<file path="src/rtl/lifo_pkg.sv">
// Shared definitions for the LIFO drain controller: FSM states and output buffer sizing.
package lifo_pkg;

  typedef enum logic [1:0] {
    ST_IDLE  = 2'd0,
    ST_POP   = 2'd1,
    ST_FLUSH = 2'd2
  } drain_state_e;

  localparam int unsigned BUF_DEPTH = 2;
  // Occupancy counts 0..BUF_DEPTH.
  localparam int unsigned OCC_W     = 2;

endpackage

</file>
<file path="src/rtl/lifo_skid_buf.sv">
// Two-entry FIFO carrying {last, data} words; entry 0 is the head presented downstream.
module lifo_skid_buf
  import lifo_pkg::*;
#(
  parameter int unsigned W = 8
) (
  input  logic             clk,
  input  logic             rst,
  input  logic             push_i,
  input  logic [W-1:0]     push_data_i,
  input  logic             push_last_i,
  input  logic             ready_i,
  output logic             valid_o,
  output logic [W-1:0]     data_o,
  output logic             last_o,
  output logic [OCC_W-1:0] occ_o
);

  logic [W:0]       e0_q, e0_d;
  logic [W:0]       e1_q, e1_d;
  logic [OCC_W-1:0] occ_q, occ_d;
  logic [W:0]       push_ent;
  logic             pop;

  assign valid_o  = (occ_q != '0);
  assign data_o   = e0_q[W-1:0];
  assign last_o   = e0_q[W];
  assign occ_o    = occ_q;
  assign pop      = valid_o & ready_i;
  assign push_ent = {push_last_i, push_data_i};

  always_comb begin
    e0_d  = e0_q;
    e1_d  = e1_q;
    occ_d = occ_q;
    unique case ({push_i, pop})
      2'b10: begin
        if (occ_q == '0) begin
          e0_d  = push_ent;
          occ_d = occ_q + 1'b1;
        end else if (occ_q == OCC_W'(1)) begin
          e1_d  = push_ent;
          occ_d = occ_q + 1'b1;
        end
      end
      2'b01: begin
        e0_d  = e1_q;
        occ_d = occ_q - 1'b1;
      end
      2'b11: begin
        // Simultaneous push and pop keeps occupancy; the new word lands behind any survivor.
        if (occ_q == OCC_W'(1)) begin
          e0_d = push_ent;
        end else begin
          e0_d = e1_q;
          e1_d = push_ent;
        end
      end
      default: ;
    endcase
  end

  always_ff @(posedge clk) begin
    if (rst) begin
      e0_q  <= '0;
      e1_q  <= '0;
      occ_q <= '0;
    end else begin
      e0_q  <= e0_d;
      e1_q  <= e1_d;
      occ_q <= occ_d;
    end
  end

endmodule

</file>
<file path="src/rtl/lifo_drain_ctrl.sv">
// Burst-drain controller: pops a LIFO on command and streams the words out with m_last and a done count.
// Handshakes: a transfer happens on any cycle where valid & ready are both high; valid holds until then.
module lifo_drain_ctrl
  import lifo_pkg::*;
#(
  parameter int unsigned DATA_WIDTH = 8,
  parameter int unsigned CNT_WIDTH  = 4
) (
  input  logic                  clk,
  input  logic                  rst,
  input  logic                  cmd_valid,
  input  logic [CNT_WIDTH-1:0]  cmd_len,
  output logic                  cmd_ready,
  output logic                  lifo_rd_en,
  input  logic [DATA_WIDTH-1:0] lifo_data_rd,
  input  logic                  lifo_empty,
  output logic                  m_valid,
  input  logic                  m_ready,
  output logic [DATA_WIDTH-1:0] m_data,
  output logic                  m_last,
  output logic                  done,
  output logic [CNT_WIDTH-1:0]  done_cnt
);

  drain_state_e         state_q, state_d;
  logic [CNT_WIDTH-1:0] rem_q, rem_d;
  logic [CNT_WIDTH-1:0] cnt_q, cnt_d;
  logic                 count_mode_q, count_mode_d;
  logic                 inflight_q, inflight_d;

  logic [OCC_W-1:0]     occ;
  logic [OCC_W:0]       pend;
  logic                 buf_pop;
  logic                 room;
  logic                 issue;
  logic                 cap_last;

  lifo_skid_buf #(
    .W (DATA_WIDTH)
  ) u_buf (
    .clk         (clk),
    .rst         (rst),
    .push_i      (inflight_q),
    .push_data_i (lifo_data_rd),
    .push_last_i (cap_last),
    .ready_i     (m_ready),
    .valid_o     (m_valid),
    .data_o      (m_data),
    .last_o      (m_last),
    .occ_o       (occ)
  );

  assign buf_pop = m_valid & m_ready;
  assign pend    = {1'b0, occ} + {{OCC_W{1'b0}}, inflight_q};
  // A beat leaving this cycle frees the slot the new pop will need two edges from now.
  assign room    = (pend < (OCC_W+1)'(BUF_DEPTH)) | buf_pop;
  assign issue   = (state_q == ST_POP) & ~rst & ~lifo_empty
                 & (~count_mode_q | (rem_q != '0)) & room;
  // lifo_empty already reflects the in-flight pop, so it marks the word being captured as final.
  assign cap_last = (count_mode_q & (rem_q == '0)) | lifo_empty;

  always_comb begin
    state_d      = state_q;
    rem_d        = rem_q;
    cnt_d        = cnt_q;
    count_mode_d = count_mode_q;
    inflight_d   = issue;
    cmd_ready    = 1'b0;
    lifo_rd_en   = issue;
    done         = 1'b0;
    done_cnt     = '0;

    if (issue) begin
      if (count_mode_q) rem_d = rem_q - 1'b1;
      if (cnt_q != {CNT_WIDTH{1'b1}}) cnt_d = cnt_q + 1'b1;
    end

    unique case (state_q)
      ST_IDLE: begin
        cmd_ready = ~rst;
        if (cmd_valid & ~rst) begin
          rem_d        = cmd_len;
          cnt_d        = '0;
          count_mode_d = (cmd_len != '0);
          state_d      = ST_POP;
        end
      end
      ST_POP: begin
        if (inflight_q & cap_last) begin
          state_d = ST_FLUSH;
        end else if (lifo_empty & ~inflight_q & (cnt_q == '0)) begin
          done    = ~rst;
          state_d = ST_IDLE;
        end
      end
      ST_FLUSH: begin
        if (buf_pop & m_last) begin
          done     = ~rst;
          done_cnt = cnt_q;
          state_d  = ST_IDLE;
        end
      end
      default: state_d = ST_IDLE;
    endcase
  end

  always_ff @(posedge clk) begin
    if (rst) begin
      state_q      <= ST_IDLE;
      rem_q        <= '0;
      cnt_q        <= '0;
      count_mode_q <= 1'b0;
      inflight_q   <= 1'b0;
    end else begin
      state_q      <= state_d;
      rem_q        <= rem_d;
      cnt_q        <= cnt_d;
      count_mode_q <= count_mode_d;
      inflight_q   <= inflight_d;
    end
  end

endmodule
</file>
<file path="config.mk">
export PLATFORM = sky130hd
export DESIGN_NAME = lifo_drain_ctrl
export DESIGN_NICKNAME = d
export VERILOG_FILES = /design/src/rtl/lifo_pkg.sv /design/src/rtl/lifo_skid_buf.sv /design/src/rtl/lifo_drain_ctrl.sv
export SDC_FILE = /design/constraint.sdc
export NUM_CORES = 1
export LEC_CHECK = 0
export BUFFER_PORTS_ARGS = -buffer_cell sky130_fd_sc_hd__buf_2
export CAP_MARGIN = 40
export CORE_MARGIN = 8
export CORE_UTILIZATION = 35
export DETAILED_ROUTE_END_ITERATION = 7
export GPL_ROUTABILITY_DRIVEN = 0
export SLEW_MARGIN = 0
export SYNTH_ARGS = -nofsm -noshare
export SYNTH_HDL_FRONTEND = slang
export SYNTH_SLANG_ARGS = --single-unit
</file>
<file path="constraint.sdc">
create_clock -name clk -period 1.95 [get_ports clk]
set_input_delay 0 -clock clk [delete_from_list [all_inputs] [get_ports clk]]
set_output_delay 0 -clock clk [all_outputs]
set_load 0.01 [all_outputs]
</file>
==> tab_implementation.tex, run 1 <==
\begin{tabular}{lr}
\hline
Metric & Value \\
\hline
\multicolumn{2}{l}{\textbf{Outcome}} \\
Run status & complete, no violations \\
\multicolumn{2}{l}{\textbf{Timing}} \\
Total setup violations reported at the end of the flow & 0 \\
Worst hold margin & between 0.009 and 0.01 ns \\
Number of hold violations in the final report & 0 \\
Time the final worst path needs with I/O delays and setup & $\sim$1.8 ns \\
Fmax & 0.5415 GHz \\
Max\_slew headroom & 0.7439 \\
Period Utilization, post-route & 0.9470 \\
Number of slew-limit violations in the final report & 0 \\
Slew at the pin with the worst max-slew slack & 0.3833 ns \\
Max Clock Skew & 0.004417 ns \\
\multicolumn{2}{l}{\textbf{Placed design}} \\
PortBufs & 33 \\
Inst Count DP & between 200 and 300 \\
Post-DP HPWL & between 3000 and 4000 um \\
\multicolumn{2}{l}{\textbf{Setup path}} \\
Reg-to-reg setup timing slack & $\sim$0.10 ns \\
Buf/Inv on CP & 3 \\
Slowest cell on crit path & dfxtp\_2 \\
Crit path max fanout & 4 \\
Arrival time of data at the critical path endpoint & 2.02 ns \\
Startpoint types & flop \\
Top cell family by delay on the critical path & simple AND/OR/NAND/NOR gates \\
Worst reg2reg startpoint & u\_buf.occ\_o[0] \\
Slowest Stage Delay on Critical Path & 0.33 ns \\
Start point of the critical path & u\_buf.occ\_o[0] \\
Destination of the worst register-to-register timing path & u\_buf.e1\_q[0] \\
Critical path required time & 2.12 ns \\
Cell count of the worst reg-to-reg path & 10 \\
Critical path class & reg2reg \\
Capturing instance or port of the critical path & u\_buf.e1\_q[0] \\
Critical Path Stages & 10 \\
Cells along the critical path & inv\_1 -> ha\_4 -> nor2b\_4 -> inv\_2 -> ha\_2 -> and4bb\_2 -> a31oi\_4 -> buf\_6 -> mux2i\_1 -> nor2\_1 \\
Capturing element type of the critical path & flop \\
\multicolumn{2}{l}{\textbf{Synth}} \\
Post-synthesis cell area & 1752 um\^{}2 \\
Mapped Nets & 220 \\
Most common flop cell mapped by yosys & dfxtp\_1 \\
Yosys top cell by area & dfxtp\_1 \\
Cell count after synthesis & $\sim$190 \\
Share of synthesized area occupied by flip-flops and latches & 0.3657 \\
Most area-consuming cells after synthesis & dfxtp\_1, ha\_1, nor2\_1 \\
Synth cell types & 51 \\
Total number of yosys warnings & 0 \\
Area share of the leading cell type in the synthesized netlist & 0.3657 \\
Syn Area/Cell & 9.171 um\^{}2 \\
Async set-reset flop share out of synthesis & 0 \\
Number of flops mapped to enable cells by yosys & 0 \\
Number of flip-flops and latches in the synthesized netlist & 32 \\
\multicolumn{2}{l}{\textbf{Global route}} \\
Total overflow reported by the global router & 0 \\
Maximum number of pins on one net before global-route repair & 24 \\
Via count of the first global-routing pass & approximately 1,500 \\
Antenna violations before repair & 0 \\
Overall Global Routing Usage & 0.1144 \\
Global-route wire length before repair & roughly 7000 um \\
\multicolumn{2}{l}{\textbf{Drt}} \\
Routed Antenna Nets & 0 \\
Pre-Repair DR Iteration Count & 4 \\
Number of design rule violations left after detail routing & 0 \\
Avg WL per Cell & 13.38 um \\
Via Count & 1,568 \\
Vias per inst & about 5 \\
Starting DRC count in detailed routing & 81 \\
Routed wire length & 4188 um \\
\multicolumn{2}{l}{\textbf{Floorplanning}} \\
Number of I/O pins & 34 \\
Initial standard-cell utilization of the core & 0.3660 \\
Chip width & 86.75 um \\
Floorplan die area & around 7500 um\^{}2 \\
Vertical die dimension & roughly 87 um \\
\# rows & 25 \\
Core area & roughly 4800 um\^{}2 \\
\multicolumn{2}{l}{\textbf{CTS}} \\
Depth of the CTS H-tree & 2 \\
CTS sink cnt & 32 \\
Later-pin clock latency in the skew report & about 0.29 ns \\
Clk Tree Root Cell & clkbuf\_8 \\
Max clock buf depth & 2 \\
Clock tree from TritonCTS & built \\
Clock slew at the register clock pins of the worst setup and hold paths & 0.07 ns \\
Number of CTS-inserted buffers & 5 \\
\multicolumn{2}{l}{\textbf{Final layout}} \\
Area Growth Syn to Fin & 30.29\% \\
Final antenna diode count & 0 \\
Commonest non-fill, non-tap cells in the layout & buf\_2, dfxtp\_1, nor2\_1 \\
Commonest non-fill, non-tap cell in the layout & buf\_2 \\
Total number of nets in the final design & 274 \\
Fraction of final layout cells with drive strength greater than 1 & 0.3049 \\
Final instance count without filler cells & 313 \\
\multicolumn{2}{l}{\textbf{Pwr}} \\
P\_leak & 1.012 nW \\
Pwr/cell area & 1099 nW/um\^{}2 \\
Peak supply drop & $\sim$0.53 mV \\
\multicolumn{2}{l}{\textbf{Worst hold path}} \\
Kind of path behind the tightest hold check & in2reg \\
\multicolumn{2}{l}{\textbf{Flow run}} \\
Maxcap violations & 0 \\
\hline
\end{tabular}
[area by class of cell]
class / instances / area (um^2)
Multi-Input combinational cell: 135 / 1041
Fill cell: 459 / 2504
Sequential cell: 32 / 643.1
Timing Repair Buffer: 56 / 370.4
Tap cell: 67 / 83.83
Clock inverter: 3 / 18.77
Inverter: 15 / 56.30
Clock buffer: 5 / 68.82
[tightest hold or removal path: stages]
cell     delay (ns)
buf_2          0.09
nand3_1        0.10
o31ai_2        0.07
[cell families (layout without fill, tap and decap cells)]
group | after synthesis | in the layout | synth area share
fa+ha+maj | 12 | 12 | 0.08571
simple gates | 63 | 63 | 0.2021
mux | 10 | 10 | 0.05786
xor+xnor | 3 | 3 | 0.01500
flops | 32 | 32 | 0.3657
compound gates | 47 | 47 | 0.2093
buf+inv | 24 | 79 | 0.06428
[stage by stage]
step / TNS [ns] / power [mW] / worst slack [ns] / instance area [um^2] / util
floorplan: 0 / 1.578 / 0.02657 / 1763 / -
global placement: 0 / 1.926 / 0.07446 / 2053 / 0.4290
detailed placement: 0 / 1.933 / 0.04529 / 2053 / 0.4290
CTS: 0 / 2.482 / 0.02656 / 2241 / 0.4682
global route: -0.004758 / 2.692 / -0.004758 / 2282 / 0.4769
finish: 0 / 2.509 / 0.1033 / 2282 / 0.4769
[synthesized netlist by cell type (3+ instances only)]
master / n
dfxtp_1: 32
nor2_1: 25
inv_1: 14
ha_1: 12
a211oi_1: 10
mux2i_1: 9
a22oi_1: 8
nand2_1: 6
a21oi_1: 5
nand3_1: 5
a21o_1: 4
and2_1: 4
buf_4: 4
o21ai_0: 4
and3_1: 3
buf_1: 3
nor3_1: 3
[power by group]
group	switching [mW]	internal, mW
Sequential	0.0792	0.784
Combinational	0.602	0.527
Clock	0.268	0.249
[state kept, by name, summed over array words and instances (netlist names)]
signal	flops
cnt_q	4
count_mode_q	1
inflight_q	1
rem_q	4
state_q	2
u_buf.e0_q	9
u_buf.e1_q	9
u_buf.occ_o	2
[layer usage]
layer / up-vias / wire (um) / track usage
met4: 0 / 88 / 0.05634
met2: 34 / 1952 / 0.1861
met3: 10 / 241 / 0.03970
met5: - / 0 / 0
met1: 728 / 1905 / 0.1299
li1: 796 / - / -
[how the worst min path moves through the flow]
stage,from,endpoint,slack [ns],cells after the start
floorplan,rst,cmd_ready,0.08,1
global placement,lifo_data_rd[6],u_buf.e1_q[6],0.25,3
detailed placement,lifo_data_rd[1],u_buf.e1_q[1],0.26,3
CTS,cmd_len[2],rem_q[2],0.005,3
global route,cmd_len[1],rem_q[1],0.02,3
finish,cmd_len[1],rem_q[1],0.01,3
[timing repair]
item | CTS | global route
setup buffers | 0 | 0
endpoints found under the setup margin | 0 | 13
hold buffers | 10 | 0
hold endpoints to repair | 9 | 0
gates resized for setup | 0 | 11
Note: power is estimated with default switching activity, not from simulation.
==> run 2, diff against run 1 <==
CELL_PAD_IN_SITES_DETAIL_PLACEMENT = 0   (was default)
CELL_PAD_IN_SITES_GLOBAL_PLACEMENT = 2   (was default)
CORE_UTILIZATION = 30   (was 35)
PLACE_DENSITY_LB_ADDON = 0.1   (was default)
==> tab_implementation.tex, run 2 (synthesis gave the netlist of run 1 again) <==
\begin{tabular}{lr}
\hline
Metric & Value \\
\hline
\multicolumn{2}{l}{\textbf{CTS}} \\
Number of CTS-inserted buffers & 5 \\
Later-pin clock latency in the skew report & about 0.28 ns \\
Max clock buf depth & 2 \\
Post-CTS repair timing setup buffer count & 0 \\
Clk Tree Root Cell & clkbuf\_8 \\
CTS sink cnt & 32 \\
Clock tree from TritonCTS & built \\
Depth of the CTS H-tree & 2 \\
Clock slew at the register clock pins of the worst setup and hold paths & 0.07 ns \\
\multicolumn{2}{l}{\textbf{Worst hold path}} \\
Kind of path behind the tightest hold check & in2reg \\
\multicolumn{2}{l}{\textbf{Final layout}} \\
Commonest non-fill, non-tap cell in the layout & buf\_2 \\
Summed area of non-filler cells in the final layout & 2313 um\^{}2 \\
Largest registers & u\_buf.e0\_q (9), u\_buf.e1\_q (9) \\
Final instance count without filler cells & 319 \\
Area Growth Syn to Fin & 32.07\% \\
Total number of nets in the final design & approximately 270 \\
Fraction of the core area covered by cells at the end of the flow & 0.4002 \\
Fraction of final layout cells with drive strength greater than 1 & 0.2992 \\
Commonest non-fill, non-tap cells in the layout & buf\_2, dfxtp\_1, nor2\_1 \\
Final antenna diode count & 0 \\
\multicolumn{2}{l}{\textbf{Timing}} \\
Number of hold violations in the final report & 0 \\
Aggregate negative setup slack & 0 ns \\
Total setup violations reported at the end of the flow & 0 \\
Number of slew-limit violations in the final report & 0 \\
Worst path setup slack after routing & approximately 0.097 ns \\
Slew at the pin with the worst max-slew slack & 0.3558 ns \\
Max Clock Skew & 0.003530 ns \\
Period Utilization, post-route & 0.9505 \\
Time the final worst path needs with I/O delays and setup & around 1.9 ns \\
Max\_slew headroom & 0.7594 \\
Worst hold margin & 0.002754 ns \\
Fmax & around 0.54 GHz \\
RSZ-0062 raised after global routing & false \\
\multicolumn{2}{l}{\textbf{Drt}} \\
Pre-Repair DR Iteration Count & 4 \\
Routed Antenna Nets & 0 \\
Routed wire length & approximately 4600 um \\
Starting DRC count in detailed routing & 36 \\
Avg WL per Cell & 14.47 um \\
Via Count & roughly 1,600 \\
Number of design rule violations left after detail routing & 0 \\
Vias per inst & 4.915 \\
\multicolumn{2}{l}{\textbf{Setup path}} \\
Startpoint types & flop \\
Arrival time of data at the critical path endpoint & 2.02 ns \\
Capturing element type of the critical path & flop \\
Buf/Inv on CP & 3 \\
Top cell family by delay on the critical path & simple AND/OR/NAND/NOR gates \\
Slowest cell on crit path & dfxtp\_2 \\
Critical path required time & 2.11 ns \\
Slowest Stage Delay on Critical Path & around 0.34 ns \\
Cells along the critical path & inv\_2 -> ha\_4 -> nor2b\_4 -> inv\_1 -> ha\_2 -> and4bb\_2 -> a31oi\_4 -> buf\_6 -> mux2i\_1 -> nor2\_1 \\
Critical path class & reg2reg \\
Crit path max fanout & 5 \\
\multicolumn{2}{l}{\textbf{Floorplanning}} \\
Initial standard-cell utilization of the core & 0.3030 \\
Core area & 5781 um\^{}2 \\
Number of I/O pins & 34 \\
\# rows & 28 \\
Vertical die dimension & 92.41 um \\
Chip width & 92.41 um \\
Floorplan die area & 8540 um\^{}2 \\
\multicolumn{2}{l}{\textbf{Pwr}} \\
Peak supply drop & 0.4798 mV \\
Total design power & 2.656 mW \\
Pwr/cell area & 1148 nW/um\^{}2 \\
P\_leak & just over 1 nW \\
\multicolumn{2}{l}{\textbf{Placed design}} \\
Post-DP HPWL & 3479 um \\
Placed Area & slightly above 2000 um\^{}2 \\
Inst Count DP & 300 \\
PortBufs & 33 \\
DP Worst Slack & -0.007349 ns \\
\multicolumn{2}{l}{\textbf{Global route}} \\
Antenna violations before repair & 0 \\
Maximum number of pins on one net before global-route repair & 26 \\
Total overflow reported by the global router & 0 \\
Via count of the first global-routing pass & 1,651 \\
Overall Global Routing Usage & 0.1134 \\
Global-route wire length before repair & 7824 um \\
\multicolumn{2}{l}{\textbf{Flow run}} \\
Maxcap violations & 0 \\
\multicolumn{2}{l}{\textbf{Outcome}} \\
Run status & complete, no violations \\
\hline
\end{tabular}
## run 2: final timing paths
check,depth (start not counted),start,to,slack (ns)
worst max register to register,10,u_buf.occ_o[1],u_buf.e1_q[1],0.1
worst max-delay path,10,u_buf.occ_o[1],u_buf.e1_q[1],0.1
worst min-delay path,3,cmd_len[1],rem_q[1],0.003
worst min register to register,2,u_buf.e1_q[8],u_buf.e0_q[8],0.49
## run 2: repair_timing
action                                  in CTS  in global routing
resized for setup                            5                  8
hold buffers                                 9                  1
endpoints found under the setup margin       7                 19
hold endpoints to repair                     9                  1
gates cloned                                 1                  0
## run 2: final cells by class
class                           instances  area (um^2)
Clock buffer                            7        96.34
Inverter                               15        56.30
Clock inverter                          1        30.03
Multi-Input combinational cell        135         1039
Tap cell                               75        93.84
Timing Repair Buffer                   54        355.3
Sequential cell                        32        643.1
Fill cell                             587         3467
## run 2: worst register-to-register path, stage by stage (launching register included)
cell and delay (ns):
dfxtp_2 0.34, inv_2 0.05, ha_4 0.16, nor2b_4 0.13, inv_1 0.05, ha_2 0.18, and4bb_2 0.24, a31oi_4 0.18
buf_6 0.16, mux2i_1 0.19, nor2_1 0.05
## run 2: report_power, final
part / total, mW / leakage [nW] / switching (mW) / internal, mW
combinational: 1.09 / 0.687 / 0.601 / 0.488
sequential: 0.864 / 0.261 / 0.0790 / 0.785
clock: 0.704 / 0.0645 / 0.253 / 0.451
total: 2.66 / 1.01 / 0.932 / 1.72
## run 2: metal layers
metal	vias up	track usage	part of all wire
met4	0	0.03490	0.0078
met1	744	0.1177	0.42
met5	-	0	0
met2	30	0.2092	0.53
li1	790	-	-
met3	4	0.03883	0.046
==> run 3, diff against run 2 <==
CORE_ASPECT_RATIO = 1.4   (was default)
GPL_ROUTABILITY_DRIVEN = default   (was 0)
==> tab_implementation.tex, run 3 (synthesis gave the netlist of run 1 again) <==
\begin{tabular}{lr}
\hline
Metric & Value \\
\hline
\multicolumn{2}{l}{\textbf{Final layout}} \\
Area taken by multi-input logic gates & 1059 um\^{}2 \\
Largest registers & u\_buf.e0\_q (9), u\_buf.e1\_q (9) \\
Commonest non-fill, non-tap cell in the layout & buf\_2 \\
Fillcell total & 605 \\
Commonest non-fill, non-tap cells in the layout & buf\_2, dfxtp\_1, nor2\_1 \\
Total number of nets in the final design & 276 \\
Final antenna diode count & 0 \\
Flip-flop and latch area & 643.1 um\^{}2 \\
Area Growth Syn to Fin & 32.64\% \\
Fraction of the core area covered by cells at the end of the flow & 0.4048 \\
Fraction of final layout cells with drive strength greater than 1 & 0.3065 \\
Summed area of non-filler cells in the final layout & 2323 um\^{}2 \\
\multicolumn{2}{l}{\textbf{Global route}} \\
Overall Global Routing Usage & 0.1184 \\
Global-route wire length before repair & 8045 um \\
Via count of the first global-routing pass & 1,740 \\
Antenna violations before repair & 0 \\
Total overflow reported by the global router & 0 \\
Maximum number of pins on one net before global-route repair & 24 \\
\multicolumn{2}{l}{\textbf{Setup path}} \\
Arrival time of data at the critical path endpoint & 2.02 ns \\
Destination of the worst register-to-register timing path & u\_buf.e1\_q[6] \\
Reg-to-reg setup timing slack & between 0.1 and 0.15 ns \\
Capturing element type of the critical path & flop \\
Capturing instance or port of the critical path & u\_buf.e1\_q[6] \\
Critical path required time & 2.13 ns \\
Worst reg2reg startpoint & u\_buf.occ\_o[0] \\
Start point of the critical path & u\_buf.occ\_o[0] \\
Cell count of the worst reg-to-reg path & 10 \\
Cells along the critical path & inv\_2 -> ha\_4 -> nor2b\_4 -> inv\_2 -> ha\_4 -> and4bb\_2 -> a31oi\_4 -> buf\_6 -> mux2i\_1 -> nor2\_1 \\
Crit path max fanout & 5 \\
Slowest Stage Delay on Critical Path & approximately 0.34 ns \\
Critical path class & reg2reg \\
Slowest cell on crit path & dfxtp\_2 \\
Startpoint types & flop \\
\multicolumn{2}{l}{\textbf{Pwr}} \\
P\_leak & 1.016 nW \\
Total design power & roughly 2.6 mW \\
Peak supply drop & 0.6205 mV \\
Pwr/cell area & 1102 nW/um\^{}2 \\
\multicolumn{2}{l}{\textbf{Floorplanning}} \\
Initial standard-cell utilization of the core & 0.3052 \\
Number of I/O pins & 34 \\
\# rows & 33 \\
Core area & 5739 um\^{}2 \\
Chip width & 80.58 um \\
Floorplan die area & 8575 um\^{}2 \\
Vertical die dimension & between 100 and 150 um \\
\multicolumn{2}{l}{\textbf{Timing}} \\
Total setup violations reported at the end of the flow & 0 \\
Number of slew-limit violations in the final report & 0 \\
Period Utilization, post-route & 0.9468 \\
Max\_slew headroom & 0.7321 \\
Number of hold violations in the final report & 0 \\
Fmax & 0.5416 GHz \\
Time the final worst path needs with I/O delays and setup & 1.846 ns \\
Max Clock Skew & 0.008026 ns \\
Slew at the pin with the worst max-slew slack & around 0.40 ns \\
\multicolumn{2}{l}{\textbf{CTS}} \\
Clock slew at the register clock pins of the worst setup and hold paths & 0.07 ns \\
Depth of the CTS H-tree & 2 \\
Clk Tree Root Cell & clkbuf\_8 \\
CTS sink cnt & 32 \\
Max clock buf depth & 2 \\
Number of CTS-inserted buffers & 5 \\
Clock tree from TritonCTS & built \\
Later-pin clock latency in the skew report & approximately 0.29 ns \\
\multicolumn{2}{l}{\textbf{Placed design}} \\
Placer Congestion & 0.8041 \\
Post-DP HPWL & 3767 um \\
PortBufs & 33 \\
Placed Area & between 2000 and 2500 um\^{}2 \\
\multicolumn{2}{l}{\textbf{Outcome}} \\
Run status & complete, no violations \\
\multicolumn{2}{l}{\textbf{Drt}} \\
Via Count & 1,634 \\
Vias per inst & 5.138 \\
Routed wire length & 4992 um \\
Number of design rule violations left after detail routing & 0 \\
Starting DRC count in detailed routing & 63 \\
Avg WL per Cell & 15.70 um \\
Routed Antenna Nets & 0 \\
Pre-Repair DR Iteration Count & 4 \\
\multicolumn{2}{l}{\textbf{Worst hold path}} \\
Kind of path behind the tightest hold check & in2reg \\
\multicolumn{2}{l}{\textbf{Flow run}} \\
Maxcap violations & 0 \\
\hline
\end{tabular}
## run 3: metrics by stage
step           cells  setup TNS (ns)  setup WS, ns  hold WS (ns)
2_1_floorplan    191               0       0.02657       0.07810
3_3_place_gp     297               0       0.09343        0.2478
3_5_place_dp     297               0      0.005620        0.2621
4_1_cts          316               0      0.002034      0.009152
5_1_grt          318        -0.01178      -0.01178       0.02710
6_report         318               0        0.1038       0.02063
## run 3: what timing repair did
item | in CTS | in global routing
hold buffers | 11 | 0
setup endpoints to repair | 0 | 19
buffers inserted | 0 | 1
gates resized for setup | 0 | 16
hold endpoints to repair | 10 | 0
## run 3: how the worst min path moves through the flow
stage	startpoint	end	slack, ns	cells past startpoint
after floorplan	rst	cmd_ready	0.08	1
after global placement	lifo_data_rd[5]	u_buf.e1_q[5]	0.25	3
after CTS	cmd_len[0]	rem_q[0]	0.009	3
after global routing	cmd_len[0]	rem_q[0]	0.03	3
after detailed placement	lifo_data_rd[5]	u_buf.e1_q[5]	0.26	3
final	cmd_len[0]	rem_q[0]	0.02	3
## run 3: critical path: cells and delay by family (launching register included)
kind | cells | cell delay [ns]
AOI/OAI and AO/OA | 1 | 0.17
adders and majority gates | 2 | 0.31
buffers and inverters | 3 | 0.26
DFF | 1 | 0.34
muxes | 1 | 0.20
and+or+nand+nor | 3 | 0.44
## run 3: power breakdown
group,total [mW],internal (mW),switching (mW),leakage (nW)
registers,0.864,0.785,0.0799,0.261
clock network,0.548,0.287,0.261,0.0445
logic,1.15,0.511,0.637,0.710
total,2.56,1.58,0.977,1.02
## run 3: area by class of cell
class | instances | share of cell area
Multi-Input combinational cell | 135 | 0.4556
Sequential cell | 32 | 0.2768
Timing Repair Buffer | 58 | 0.1653
Tap cell | 70 | 0.03770
Clock buffer | 7 | 0.03716
Inverter | 15 | 0.02423
Clock inverter | 1 | 0.003231
## run 3: routing by layer
metal  vias up  global-route usage  share of wire
met5         -                   0              0
met4         0             0.04700          0.021
met3        10             0.03209          0.046
met2        37              0.2220           0.56
met1       789              0.1162           0.37
li1        798                   -              -
